===== config.mk =====
export PLATFORM = sky130hd
export DESIGN_NAME = pipeline_ctrl
export DESIGN_NICKNAME = d
export VERILOG_FILES = /design/src/rtl/pipeline_ctrl.sv
export SDC_FILE = /design/constraint.sdc
export NUM_CORES = 1
export LEC_CHECK = 0
export BUFFER_PORTS_ARGS = -buffer_cell sky130_fd_sc_hd__buf_2
export CORE_ASPECT_RATIO = 0.7
export CORE_UTILIZATION = 55
export DETAILED_ROUTE_END_ITERATION = 16
export GPL_TIMING_DRIVEN = 0
export PLACE_DENSITY = 0.93
export SLEW_MARGIN = 20
export SYNTH_ARGS = -nofsm -noshare
export SYNTH_HDL_FRONTEND = slang
export SYNTH_SLANG_ARGS = --single-unit

===== constraint.sdc =====
create_clock -name i_clock -period 2.7 [get_ports i_clock]
set_input_delay 0.405 -clock i_clock [delete_from_list [all_inputs] [get_ports i_clock]]
set_output_delay 0.405 -clock i_clock [all_outputs]
set_load 0.1 [all_outputs]

===== src/rtl/pipeline_ctrl.sv =====
`default_nettype none
// ============================================================================
// Module      : pipeline_ctrl
// Description : Pipeline stall/flush controller for a 5-stage core. Handles
//               load-use interlock, taken-branch flush, single-step debug
//               mode, HALT drain sequencing and an enabled-cycle counter.
// Revision    : 1.0 - initial release
// ============================================================================
module pipeline_ctrl #(
    parameter int REG_ADDR_W   = 5,
    parameter int DRAIN_CYCLES = 3,
    parameter int CNT_W        = 32
) (
    input  logic                  i_clock,
    input  logic                  i_reset_n,
    input  logic                  i_mode_step,
    input  logic                  i_step_req,
    input  logic                  i_halt_instr,
    input  logic                  i_ex_mem_read,
    input  logic [REG_ADDR_W-1:0] i_ex_rt,
    input  logic [REG_ADDR_W-1:0] i_id_rs,
    input  logic [REG_ADDR_W-1:0] i_id_rt,
    input  logic                  i_id_uses_rt,
    input  logic                  i_branch_taken,
    output logic                  o_enable,
    output logic                  o_pc_write,
    output logic                  o_if_id_write,
    output logic                  o_id_bubble,
    output logic                  o_if_id_flush,
    output logic                  o_halted,
    output logic [CNT_W-1:0]      o_cycle_count
);

    // Drain counter must hold DRAIN_CYCLES; keep at least one bit.
    localparam int C_DRAIN_W = (DRAIN_CYCLES < 2) ? 1 : $clog2(DRAIN_CYCLES + 1);

    typedef enum logic [2:0] {
        RUN       = 3'd0,
        WAIT_STEP = 3'd1,
        STEP_ONE  = 3'd2,
        DRAIN     = 3'd3,
        HALTED    = 3'd4
    } state_t;

    state_t                 r_state;
    state_t                 w_state_next;
    logic [C_DRAIN_W-1:0]   r_drain_cnt;
    logic [C_DRAIN_W-1:0]   w_drain_cnt_next;
    logic                   r_step_req_d;
    logic [CNT_W-1:0]       r_cycle_count;

    logic                   w_step_edge;
    logic                   w_hazard;
    logic                   w_active;

    assign w_step_edge = i_step_req & ~r_step_req_d;

    // Load-use interlock: a load into a nonzero register read by ID.
    assign w_hazard = i_ex_mem_read && (i_ex_rt != '0) &&
                      ((i_ex_rt == i_id_rs) || (i_id_uses_rt && (i_ex_rt == i_id_rt)));

    // States in which fresh instructions may flow through IF/ID.
    assign w_active = (r_state == RUN) || (r_state == STEP_ONE);

    // State, drain counter and step-edge history registers.
    always_ff @(posedge i_clock or negedge i_reset_n) begin
        if (!i_reset_n) begin
            r_state      <= RUN;
            r_drain_cnt  <= '0;
            r_step_req_d <= 1'b0;
        end else begin
            r_state      <= w_state_next;
            r_drain_cnt  <= w_drain_cnt_next;
            r_step_req_d <= i_step_req;
        end
    end

    // Enabled-cycle counter, saturating at all-ones.
    always_ff @(posedge i_clock or negedge i_reset_n) begin
        if (!i_reset_n) begin
            r_cycle_count <= '0;
        end else if (o_enable && (r_cycle_count != {CNT_W{1'b1}})) begin
            r_cycle_count <= r_cycle_count + 1'b1;
        end
    end

    // Next-state logic; a HALT outranks a mode change in the same cycle.
    always_comb begin
        w_state_next     = r_state;
        w_drain_cnt_next = r_drain_cnt;
        case (r_state)
            RUN, STEP_ONE: begin
                if (i_halt_instr && !w_hazard) begin
                    w_state_next     = DRAIN;
                    w_drain_cnt_next = C_DRAIN_W'(DRAIN_CYCLES);
                end else if (i_mode_step) begin
                    w_state_next = WAIT_STEP;
                end else begin
                    w_state_next = RUN;
                end
            end
            WAIT_STEP: begin
                if (!i_mode_step) begin
                    w_state_next = RUN;
                end else if (w_step_edge) begin
                    w_state_next = STEP_ONE;
                end
            end
            DRAIN: begin
                if (r_drain_cnt != '0) begin
                    w_drain_cnt_next = r_drain_cnt - 1'b1;
                end
                if (r_drain_cnt <= C_DRAIN_W'(1)) begin
                    w_state_next = HALTED;
                end
            end
            HALTED:  w_state_next = HALTED;
            default: w_state_next = RUN;
        endcase
    end

    // Stall/flush outputs decoded from state and current-cycle inputs.
    always_comb begin
        o_pc_write    = 1'b0;
        o_if_id_write = 1'b0;
        o_id_bubble   = 1'b0;
        o_if_id_flush = 1'b0;
        if (w_active) begin
            if (w_hazard) begin
                o_id_bubble = 1'b1;
            end else begin
                o_pc_write    = 1'b1;
                o_if_id_write = 1'b1;
                o_if_id_flush = i_branch_taken;
            end
        end else if (r_state == DRAIN) begin
            o_id_bubble = 1'b1;
        end
    end

    assign o_enable      = w_active || (r_state == DRAIN);
    assign o_halted      = (r_state == HALTED);
    assign o_cycle_count = r_cycle_count;

endmodule
`default_nettype wire

Word-level counts from Yosys, hierarchy flattened --
Cells that the tools add are included.
Storage, ports and cells: word-level logic and storage cells 52, output and inout port bits 38, flip-flop bits (word level) 38
Operators by class: bitwise operators 2, reductions and logical operators 16, order comparisons 1, multiplexer cells 16, add/subtract/negate cells 2, equal/unequal tests 11
Operators by type and width (count):
- $add 32x1->32 const B | 1
- $ne 32x32->1 const B | 1
- $pmux 3 s4 | 1
- $eq 5x5->1 | 2
- $mux 3 | 3
- $mux 1 | 8
- $eq 3x2->1 const B | 2
- $mux 2 | 3
- $ne 2x2->1 const B | 3
- $logic_and 1x1->1 | 5
- $reduce_bool 5->1 | 1
- $pmux 2 s2 | 1
- $reduce_bool 2->1 | 2
- $eq 3x1->1 const B | 1
- $eq 3x3->1 const B | 1
- $logic_not 3->1 | 1
- $logic_or 1x1->1 | 3
- $ne 3x3->1 const B | 1
- $reduce_and 3->1 | 1
- $le 2x1->1 const B | 1
- $reduce_and 2->1 | 1
- $reduce_or 2->1 | 1
- $sub 2x1->2 const B | 1
- $and 1x1->1 | 1
- other kinds (2) | 2

Logic depth before layout (Yosys ltp) --
Gate-level depths: netlist of the first run.
depth in word-level cells 8, depth in mapped cells 7

Worst setup path before layout of the first run --
Ideal clock, no wire load.
kind in2out, start input i_ex_rt[1], end output o_pc_write, stages on the path 5, data arrival time 3.799 ns, setup slack -1.504 ns, buffers on the path 1, data required time 2.295 ns, cells stage by stage or4_1 -> o21ai_1 -> nor2_1 -> nor3_1 -> buf_4
On the way: word-level cells in the longest chain between the ends 6
RTL lines:
- start: declaration | line 20 | input logic [REG_ADDR_W-1:0] i_ex_rt,
- $eq 5x5->1 | line 60 | ((i_ex_rt == i_id_rs) || (i_id_uses_rt && (i_ex_rt == i_id_rt)));
- $logic_and 1x1->1 | line 60
- $logic_or 1x1->1 | line 60
- $logic_and 1x1->1 * | line 59 | assign w_hazard = i_ex_mem_read && (i_ex_rt != '0) &&
- $mux 1 * (2 in a row)
- end: declaration | line 26 | output logic o_pc_write,
Mark *: on every way between the ends. The rest lies on a longest branch, timed or not.

Worst setup path in the final report of the first run --
start input i_ex_rt[1], end output o_pc_write
On the way: word-level cells in the longest chain between the ends 6
RTL lines:
- $eq 5x5->1 | line 60
- $logic_and 1x1->1 | line 60
- $logic_or 1x1->1 | line 60
- $logic_and 1x1->1 * | line 59
- $mux 1 * | line 129 | if (w_hazard) begin
- $mux 1 * | line 128 | if (w_active) begin
Marked as above.

==> summary.md, run 1 <==
| Metric | Value |
|---|---|
| Outcome | `finished clean` |
| Sink Count | `38` |
| Max clock buf depth | `2` |
| Io pins | `61` |
| Crit Path Category | `primary input to output pin` |
| Max Cap Viol | `0` |
| P&R area growth vs syn | `23.6%` |
| Drt via density | `5.77` |
| RSZ-0062 raised after global routing | `false` |
| Final core occ | `72.2%` |
| Detailed placement HPWL | `3660 µm` |
| R2R Setup Slk | `0.45 ns` |
| Max transition margin | `44.4%` |
| Largest net degree at the start of global routing | `39` |
| Synth Net Count | `232` |
| Initial DRC Count | `117` |
| Non-filler cells, final | `324` |
| Final GP Congestion | `0.831` |
| Power, Total | `0.00255 W` |
| Final WS setup | `0.229 ns` |
| Total GRT Usage | `27.5%` |
| Setup bufs post-CTS | `0` |
| Fmax | `0.405 GHz` |
| Initial Utilization | `58.4%` |
| Root Buffer | `clkbuf_8` |
| DR vias | `1868` |
| Seq/Total Area, Yosys | `45.7%` |
| Die area | `0.00403 mm²` |
| Die H | `53.4 µm` |
| Final ANT Viol Nets | `0` |
| Core area | `0.00356 mm²` |
| # H-tree levels | `2` |
| Tightest Pin Transition | `0.834 ns` |
| Post-place setup slack | `0.241 ns` |
| # placed instances | `316` |
| Post-synth top flop | `dfrtp_1` |
| Crit path DAT | `2.07 ns` |
| Global-route wire length before repair | `7900 µm` |
| NetSw | `0.00138 W` |
| Internal | `0.00117 W` |
| Vias in the first global route | `1594` |
| Quantity of hold-fixing buffers added after cts | `0` |
| Number of synthesized flops with an enable pin | `0` |
| Crit. End Element | `output pin` |
| Final #Nets | `299` |
| Final hold vios | `0` |
| Num CTS Buffers | `5` |
| Peak supply drop | `0.877 mV` |
| Startpoint types | `primary input` |
| Reg clk slew, reported paths | `0.07 ns` |
| Max-slew violation count | `0` |
| Syn avg cell area | `10.1 µm²` |
| GRT overflow | `0` |
| Skew final | `0.00410 ns` |
| Distinct cell type count after synthesis | `41` |
| Async set or reset register ratio after synthesis | `100%` |
| Residual DRC | `0` |
| Proportion of power drawn by combinational gates | `51.5%` |
| Die Wd | `75.5 µm` |
| Row cnt | `18` |
| Post_cts resized | `0` |
| Seq pwr share | `30.8%` |
| Crit Path Max Fanout | `3` |
| Drt first pass iters | `4` |
| Post-synthesis register bit count | `38` |
| Req. time, crit path | `2.30 ns` |
| IO Port Bufs | `60` |
| Final period util | `91.5%` |
| Clock power share | `17.8%` |
| Syn Inst Count | `206` |
| Power Density | `992 mW/mm²` |
| WL per Instance | `15.4 µm` |
| Syn Std Cell Area | `0.00208 mm²` |
| Initial antenna violation count | `0` |
| Layout cell share with drive strength beyond 1 | `29.6%` |
| Worst skew pair latency | `0.29 ns` |
| N_diodes | `0` |
| HP Class | `primary input to asynchronous set/reset pin` |
| Minimum clock period | `2.47 ns` |
| Wire length after detailed routing | `4980 µm` |
| CTS tree | `yes` |
| # setup viols final | `0` |
| Leak | `1.29 nW` |
| Ys Warns | `0` |
| Sw frac | `53.9%` |
[critical path, cell delays in order]
cell and delay [ns]:
buf_2 0.13, or4_1 0.55, o21ai_1 0.20, nor2_1 0.12, nor3_4 0.13, buf_4 0.12
buf_2 0.41
[worst paths after layout]
kind / to / startpoint / cells after the start
max: o_pc_write / i_ex_rt[1] / 7
min: o_cycle_count[18] / i_reset_n / 1
max reg2reg: o_cycle_count[30] / o_cycle_count[0] / 6
min reg2reg: o_cycle_count[27] / o_cycle_count[27] / 1
max in group asynchronous: o_cycle_count[30] / i_reset_n / 1
min in group i_clock: r_step_req_d / i_step_req / 1
[power by group through the flow]
stage / registers, W / logic, W / clock network, W
2_1_floorplan: 0.00111 / 0.000745 / 0
3_3_place_gp: 0.000781 / 0.00128 / 0
3_5_place_dp: 0.000787 / 0.00131 / 0
4_1_cts: 0.000779 / 0.00131 / 0.000460
5_1_grt: 0.000794 / 0.00138 / 0.000486
6_report: 0.000784 / 0.00131 / 0.000453
[per-stage QoR]
step	hold WS [ns]	setup TNS, ns	instance area [µm²]
after floorplan	0.109	-0.0718	2100
after global placement	0.470	0	2460
after detailed placement	0.480	0	2460
after CTS	0.229	0	2570
after global routing	0.229	0	2570
final	0.206	0	2570
[routing by layer]
layer / track usage (%) / up-vias / routed length, µm
li1: - / 888 / -
met1: 39.4 / 899 / 2320
met2: 41.1 / 70 / 2310
met3: 6.10 / 11 / 261
met4: 8.64 / 0 / 85
met5: 0 / - / 0
[synth_stat cells (2+ instances only)]
master | count | area (µm²)
nor2_1 | 12 | 45.0
a41oi_1 | 2 | 17.5
nand4_1 | 12 | 75.1
a31oi_1 | 4 | 25.0
xor2_1 | 18 | 158
nand4_2 | 2 | 25.0
nand3_1 | 17 | 85.1
xnor2_1 | 17 | 149
ha_1 | 3 | 37.5
mux2_1 | 2 | 22.5
o21ai_0 | 2 | 10.0
a21oi_1 | 2 | 10.0
buf_4 | 2 | 15.0
clkbuf_1 | 2 | 7.51
inv_1 | 5 | 18.8
nand3_2 | 2 | 20.0
and2_1 | 2 | 12.5
nor4_1 | 2 | 12.5
and4_1 | 8 | 70.1
o21a_1 | 2 | 15.0
nor3_1 | 12 | 60.1
and3_1 | 6 | 37.5
nand2_1 | 13 | 48.8
dfrtp_1 | 38 | 951
nor2b_1 | 3 | 18.8
[flip-flops by register name, indices dropped and copies added, names as in the netlist]
signal,flops
r_drain_cnt,2
r_step_req_d,1
o_cycle_count,32
r_state,3
[kinds of logic after synthesis]
kind of cell / Yosys count / share of synthesized area (%)
AOI/OAI and AO/OA: 20 / 6.80
xor gates and xnor gates: 35 / 14.7
adders and majority gates: 3 / 1.81
buffers and inverters: 10 / 2.53
DFF: 38 / 45.7
muxes: 2 / 1.08
and+or+nand+nor: 98 / 27.3
[final cells by class]
cell class / count / area [µm²]
Multi-Input combinational cell: 158 / 1090
Sequential cell: 38 / 951
Inverter: 5 / 18.8
Timing Repair Buffer: 60 / 300
Clock buffer: 8 / 110
Tap cell: 50 / 62.6
Fill cell: 268 / 988
Buffer: 5 / 33.8
[cell usage in the layout (no fill, tap or decap), drive strengths merged, types with 2 or more instances in the layout]
cell and instances:
nor3 13, a21oi 2, o21ai 3, buf 63, a31oi 4, nor2 12
nand4 14, nand3 19, and2 2, a41oi 2, mux2 2, or4 2
inv 5, o21a 2, dfrtp 38, xor2 18, nor4 2, and3 6
nand2 13, xnor2 17, nor2b 3, and4 8, ha 3, clkbuf 10
Power figures use the tool's default switching activity.
==> inputs of run 2 (changes only) <==
--- a/config.mk
+++ b/config.mk
@@ -10,7 +10,8 @@
 export CORE_UTILIZATION = 55
 export DETAILED_ROUTE_END_ITERATION = 16
 export GPL_TIMING_DRIVEN = 0
-export PLACE_DENSITY = 0.93
+export PLACE_DENSITY = 0.85
+export RECOVER_POWER = 100
 export SLEW_MARGIN = 20
 export SYNTH_ARGS = -nofsm -noshare
 export SYNTH_HDL_FRONTEND = slang
==> run 2 against run 1 <==
  * The run now ends with max-capacitance violations, max-slew violations left
  * Die area unchanged
  * Non-clock buffer count unchanged
  * Sequential cell count unchanged
  * Critical path type unchanged
  * Largest power group unchanged
==> summary.md, run 2 (synthesis results as in run 1) <==
| Metric | Value |
|---|---|
| P&R area growth vs syn | `20.1%` |
| IO Port Bufs | `60 (unchanged)` |
| Final hold slack | `0.242 ns (+0.0361 ns)` |
| Worst r2r dst | `o_cycle_count[30]` |
| Initial antenna violation count | `0 (unchanged)` |
| Initial DRC Count | `81 (-31%)` |
| WL per Instance | `13.6 µm (-11%)` |
| Wire length after detailed routing | `4420 µm (-11%)` |
| Internal | `0.00110 W (-6.3%)` |
| Root Buffer | `clkbuf_8` |
| Global-route wire length before repair | `7220 µm (-8.6%)` |
| Startpoint types | `primary input` |
| Worst r2r src | `o_cycle_count[0]` |
| Post_cts resized | `0 (unchanged)` |
| Crit Path Max Fanout | `3 (unchanged)` |
| HP Class | `primary input to register` |
| Req. time, crit path | `2.30 ns (about the same)` |
| Max reg flops | `32 (unchanged)` |
| Quantity of hold-fixing buffers added after cts | `0 (unchanged)` |
| Die area | `0.00403 mm² (unchanged)` |
| Skew final | `0.00950 ns (+0.00540 ns)` |
| Drt via density | `5.48 (-5.0%)` |
| Min-delay src | `i_step_req` |
| Final GP Congestion | `0.786 (-5.5%)` |
| Outcome | `finished with violations` |
| Final period util | `91.6% (about the same)` |
| Sink Count | `38 (unchanged)` |
| Final hold vios | `0 (unchanged)` |
| # H-tree levels | `2 (unchanged)` |
| Clock power share | `15.9% (-1.9 points)` |
| Commonest cells after routing, fill and taps aside | `clkbuf_1 (39), dfrtp_1 (38), buf_2 (20), xor2_1 (18)` |
| Proportion of power drawn by combinational gates | `52.1% (+0.6 points)` |
| Fmax | `0.404 GHz (about the same)` |
| Detailed placement HPWL | `3450 µm (-5.9%)` |
| Power Density | `980 mW/mm² (-1.1%)` |
| Largest net degree at the start of global routing | `39 (unchanged)` |
| Worst Hold Path Cells | `1` |
| GRT overflow | `0 (unchanged)` |
| DR vias | `1774 (-5.0%)` |
| Max transition margin | `-31.5% (-76 points)` |
| Reg clk slew, reported paths | `0.06 ns (about the same)` |
| Crit path DAT | `2.07 ns (about the same)` |
| Initial Utilization | `58.4% (unchanged)` |
| Crit Path Category | `primary input to output pin` |
| Core area | `0.00356 mm² (unchanged)` |
| Peak supply drop | `0.915 mV (+4.3%)` |
| Residual DRC | `0 (unchanged)` |
| RSZ-0062 raised after global routing | `false` |
| Final #Nets | `299 (unchanged)` |
| Non-filler cells, final | `324 (unchanged)` |
| R2R Setup Slk | `0.51 ns (+0.06 ns)` |
| Most common cell after layout, fill and taps aside | `clkbuf_1` |
| Final ANT Viol Nets | `0 (unchanged)` |
| Minimum clock period | `2.47 ns (+0.000847 ns)` |
| # placed instances | `316 (unchanged)` |
| Drt first pass iters | `4 (unchanged)` |
| Layout cell share with drive strength beyond 1 | `15.7% (-14 points)` |
| Max clock buf depth | `2 (unchanged)` |
| Hold Path End | `r_step_req_d` |
| Io pins | `61 (unchanged)` |
| Die Wd | `75.5 µm (unchanged)` |
| Reg2Reg Depth | `6 (unchanged)` |
| Worst skew pair latency | `0.28 ns (about the same)` |
| Die H | `53.4 µm (unchanged)` |
| Max-slew violation count | `39 (+39)` |
| Num CTS Buffers | `5 (unchanged)` |
| NetSw | `0.00135 W (-1.9%)` |
| Row cnt | `18 (unchanged)` |
| Leak | `1.13 nW (-12%)` |
| Setup bufs post-CTS | `0 (unchanged)` |
| Crit. End Element | `output pin` |
| N_diodes | `0 (unchanged)` |
| Total GRT Usage | `24.4% (-3.1 points)` |
| Failing checks | `max-capacitance violations, max-slew violations` |
| Seq pwr share | `32.0% (+1.2 points)` |
| CTS tree | `yes` |
| Vias in the first global route | `1560 (-2.1%)` |
| Tightest Pin Transition | `1.97 ns (+1.14 ns)` |
| Max Cap Viol | `1 (+1)` |
| # setup viols final | `0 (unchanged)` |
| Sw frac | `55.1% (+1.1 points)` |
## run 2: worst max-delay path, cell delays in order
cell,delay [ns]
clkbuf_1,0.12
xor2_1,0.17
nor4_1,0.30
a32oi_1,0.17
nor2_1,0.28
o21a_2,0.17
clkbuf_2,0.45
## run 2: layout make-up
cell class	instances	area (µm²)
buffer	5	26.3
inverter	5	18.8
multi-input combinational	158	1090
tap	50	62.6
timing repair buffer	60	256
sequential	38	951
fill	305	1060
clock buffer	7	86.3
clock inverter	1	5.00
## run 2: layer usage
metal	share of wire [%]	track usage, %	vias to the layer above
li1	-	-	887
met1	52	36.0	836
met2	42	36.8	45
met3	4.8	5.52	6
met4	0.77	4.32	0
met5	0	0	-
## run 2: through the flow
step | utilization, % | total power [W] | setup slack [ns] | setup TNS, ns | instance area (µm²)
after floorplan | - | 0.00186 | -0.0718 | -0.0718 | 2100
after global placement | 69.1 | 0.00207 | 0.301 | 0 | 2460
after detailed placement | 69.1 | 0.00209 | 0.279 | 0 | 2460
after CTS | 71.7 | 0.00248 | 0.277 | 0 | 2550
after global routing | 70.2 | 0.00256 | 0.0654 | 0 | 2500
final | 70.2 | 0.00245 | 0.228 | 0 | 2500
## run 2: worst max path at each step
stage | end | slack, ns | startpoint
finish | o_id_bubble | 0.23 | i_ex_rt[3]
global route | o_id_bubble | 0.07 | i_ex_rt[3]
CTS | o_id_bubble | 0.28 | i_ex_rt[3]
detailed placement | o_id_bubble | 0.28 | i_ex_rt[3]
global placement | o_pc_write | 0.30 | i_ex_rt[1]
floorplan | o_pc_write | -0.07 | i_ex_rt[1]
## run 2: power groups by stage
stage	Sequential, W	Combinational (W)	Clock, W
6_report	0.000783	0.00128	0.000389
3_3_place_gp	0.000782	0.00128	0
4_1_cts	0.000781	0.00130	0.000397
5_1_grt	0.000800	0.00134	0.000422
3_5_place_dp	0.000791	0.00130	0
2_1_floorplan	0.00111	0.000745	0
==> inputs of run 3 (changes only) <==
==> constraint.sdc (replaced) <==
create_clock -name i_clock -period 2.7 [get_ports i_clock]
set_input_delay 0.27 -clock i_clock [delete_from_list [all_inputs] [get_ports i_clock]]
set_output_delay 0.27 -clock i_clock [all_outputs]
set_load 0.1 [all_outputs]
==> run 3 against run 2 <==
  * Maximum frequency grew 7.5%
  * Worst hold slack worse by 0.15 ns
  * Worst setup slack improved by 0.17 ns
  * Total power is 0.43% lower
  * Highest routed layer unchanged
  * Register-to-register slack hardly changed
  * First-iteration DRC count grew 35%
  * Largest power group unchanged
  * Largest cell class unchanged
  * Global-route usage is 2.7 points higher
  * Via count is 2.8% higher
  * Sequential power shrank 0.9%
  * The flow still finishes with violations (max-capacitance violations, max-slew violations)
  * Clock skew fell by 0.0015 ns
==> summary.md, run 3 (synthesis results as in run 1) <==
| Metric | Value |
|---|---|
| Outcome | `finished with violations` |
| Failing checks | `max-capacitance violations, max-slew violations` |
| Minimum clock period | `2.30 ns (-0.172 ns)` |
| Drt via density | `5.63 (+2.8%)` |
| Initial Utilization | `58.4% (unchanged)` |
| # setup viols final | `0 (unchanged)` |
| Crit. End Element | `output pin` |
| Die Wd | `75.5 µm (unchanged)` |
| WL met1 | `2270 µm (-1.8%)` |
| Non-filler cells, final | `324 (unchanged)` |
| Max clock buf depth | `2 (unchanged)` |
| WL per Instance | `14.7 µm (+7.4%)` |
| Final ANT Viol Nets | `0 (unchanged)` |
| Crit path DAT | `2.03 ns (-0.04 ns)` |
| Die H | `53.4 µm (unchanged)` |
| Io pins | `61 (unchanged)` |
| RSZ-0062 raised after global routing | `false` |
| Max Cap Viol | `1 (unchanged)` |
| DR vias | `1823 (+2.8%)` |
| Startpoint types | `register` |
| Die area | `0.00403 mm² (unchanged)` |
| Final period util | `85.2% (-6.4 points)` |
| Crit Path Max Fanout | `7 (+4)` |
| CTS tree | `yes` |
| Sink Count | `38 (unchanged)` |
| N_diodes | `0 (unchanged)` |
| Max transition margin | `-31.6% (-0.070 points)` |
| Most common cell after layout, fill and taps aside | `clkbuf_1` |
| Quantity of hold-fixing buffers added after cts | `0 (unchanged)` |
| Commonest cells after routing, fill and taps aside | `clkbuf_1 (39), dfrtp_1 (38), buf_2 (20), xor2_1 (18)` |
| Max-slew violation count | `39 (unchanged)` |
| Global-route wire length before repair | `7820 µm (+8.4%)` |
| Vias in the first global route | `1670 (+7.1%)` |
| Final hold vios | `0 (unchanged)` |
| Final #Nets | `299 (unchanged)` |
| Fmax | `0.435 GHz (+7.5%)` |
| IO Port Bufs | `60 (unchanged)` |
| DR WL met2 | `2150 µm (+15%)` |
| HP Class | `primary input to register` |
| Residual DRC | `0 (unchanged)` |
| Row cnt | `18 (unchanged)` |
| Skew final | `0.00799 ns (-0.00151 ns)` |
| Final GP Congestion | `0.824 (+4.9%)` |
| Num CTS Buffers | `5 (unchanged)` |
| Initial DRC Count | `109 (+35%)` |
| Drt first pass iters | `4 (unchanged)` |
| GRT overflow | `0 (unchanged)` |
| Detailed placement HPWL | `3590 µm (+4.2%)` |
| Reg clk slew, reported paths | `0.07 ns (about the same)` |
| Leak | `1.13 nW (-0.24%)` |
| Final hold slack | `0.0896 ns (-0.153 ns)` |
| # placed instances | `316 (unchanged)` |
| P&R area growth vs syn | `19.7%` |
| Met3 WL post-DR | `252 µm (+18%)` |
| Largest net degree at the start of global routing | `39 (unchanged)` |
| Setup bufs post-CTS | `0 (unchanged)` |
| Peak supply drop | `0.870 mV (-5.0%)` |
| Uppermost routed layer | `met4` |
| Power Density | `979 mW/mm² (-0.13%)` |
| Core area | `0.00356 mm² (unchanged)` |
| Root Buffer | `clkbuf_8` |
| Max reg flops | `32 (unchanged)` |
| Tightest Pin Transition | `1.97 ns (+0.00105 ns)` |
| Post_cts resized | `0 (unchanged)` |
| Layout cell share with drive strength beyond 1 | `15.3% (-0.36 points)` |
| Crit Path Category | `register to output pin` |
| Initial antenna violation count | `0 (unchanged)` |
| Total GRT Usage | `27.1% (+2.7 points)` |
| Final core occ | `70.0% (-0.21 points)` |
| Worst skew pair latency | `0.29 ns (about the same)` |
| Req. time, crit path | `2.43 ns (+0.13 ns)` |
| Wire length after detailed routing | `4750 µm (+7.4%)` |
| # H-tree levels | `2 (unchanged)` |
==> run 3: cell counts in the layout (fill, tap and decap cells not counted) <==
No cell type changed its count.
==> run 3: layer usage <==
metal	vias to the layer above	track usage [%]
met4	0	10.2
met5	-	0
met2	48	39.7
li1	883	-
met1	883	38.6
met3	9	6.29
==> run 3: worst paths after layout <==
| kind | start | slack [ns] | cells past startpoint | endpoint |
|---|---|---|---|---|
| max | r_state[0] | 0.40 | 5 | o_id_bubble |
| min | i_step_req | 0.09 | 1 | r_step_req_d |
| max reg2reg | o_cycle_count[28] | 0.52 | 6 | o_cycle_count[19] |
| min reg2reg | o_cycle_count[12] | 0.50 | 1 | o_cycle_count[12] |
| max in group asynchronous | i_reset_n | 1.04 | 1 | o_cycle_count[27] |
| min in group asynchronous | i_reset_n | 0.52 | 1 | o_cycle_count[10] |
==> run 3: cell type report <==
type	instances	area, µm²
multi-input combinational	158	1080
tap	50	62.6
clock buffer	7	86.3
clock inverter	1	5.00
inverter	5	18.8
fill	303	1070
sequential	38	951
buffer	5	26.3
timing repair buffer	60	256
==> run 3: through the flow <==
step                      setup TNS, ns  setup slack, ns  power [W]  area, µm²
after floorplan                  -0.264           -0.264    0.00184       2090
after global placement                0            0.570    0.00205       2450
after detailed placement              0            0.556    0.00208       2450
after CTS                             0            0.476    0.00247       2540
after global routing                  0            0.294    0.00255       2490
final                                 0            0.400    0.00244       2490
==> run 3: critical path, stage by stage (launching register included) <==
cell and delay [ns]:
dfrtp_1 0.46, nor2b_1 0.20, or2_0 0.29, inv_1 0.19, o21a_1 0.14, clkbuf_2 0.45
==> run 3: power by group <==
group          switching, W  internal [W]
combinational       0.00104      0.000230
clock              0.000190      0.000206
sequential         0.000120      0.000655
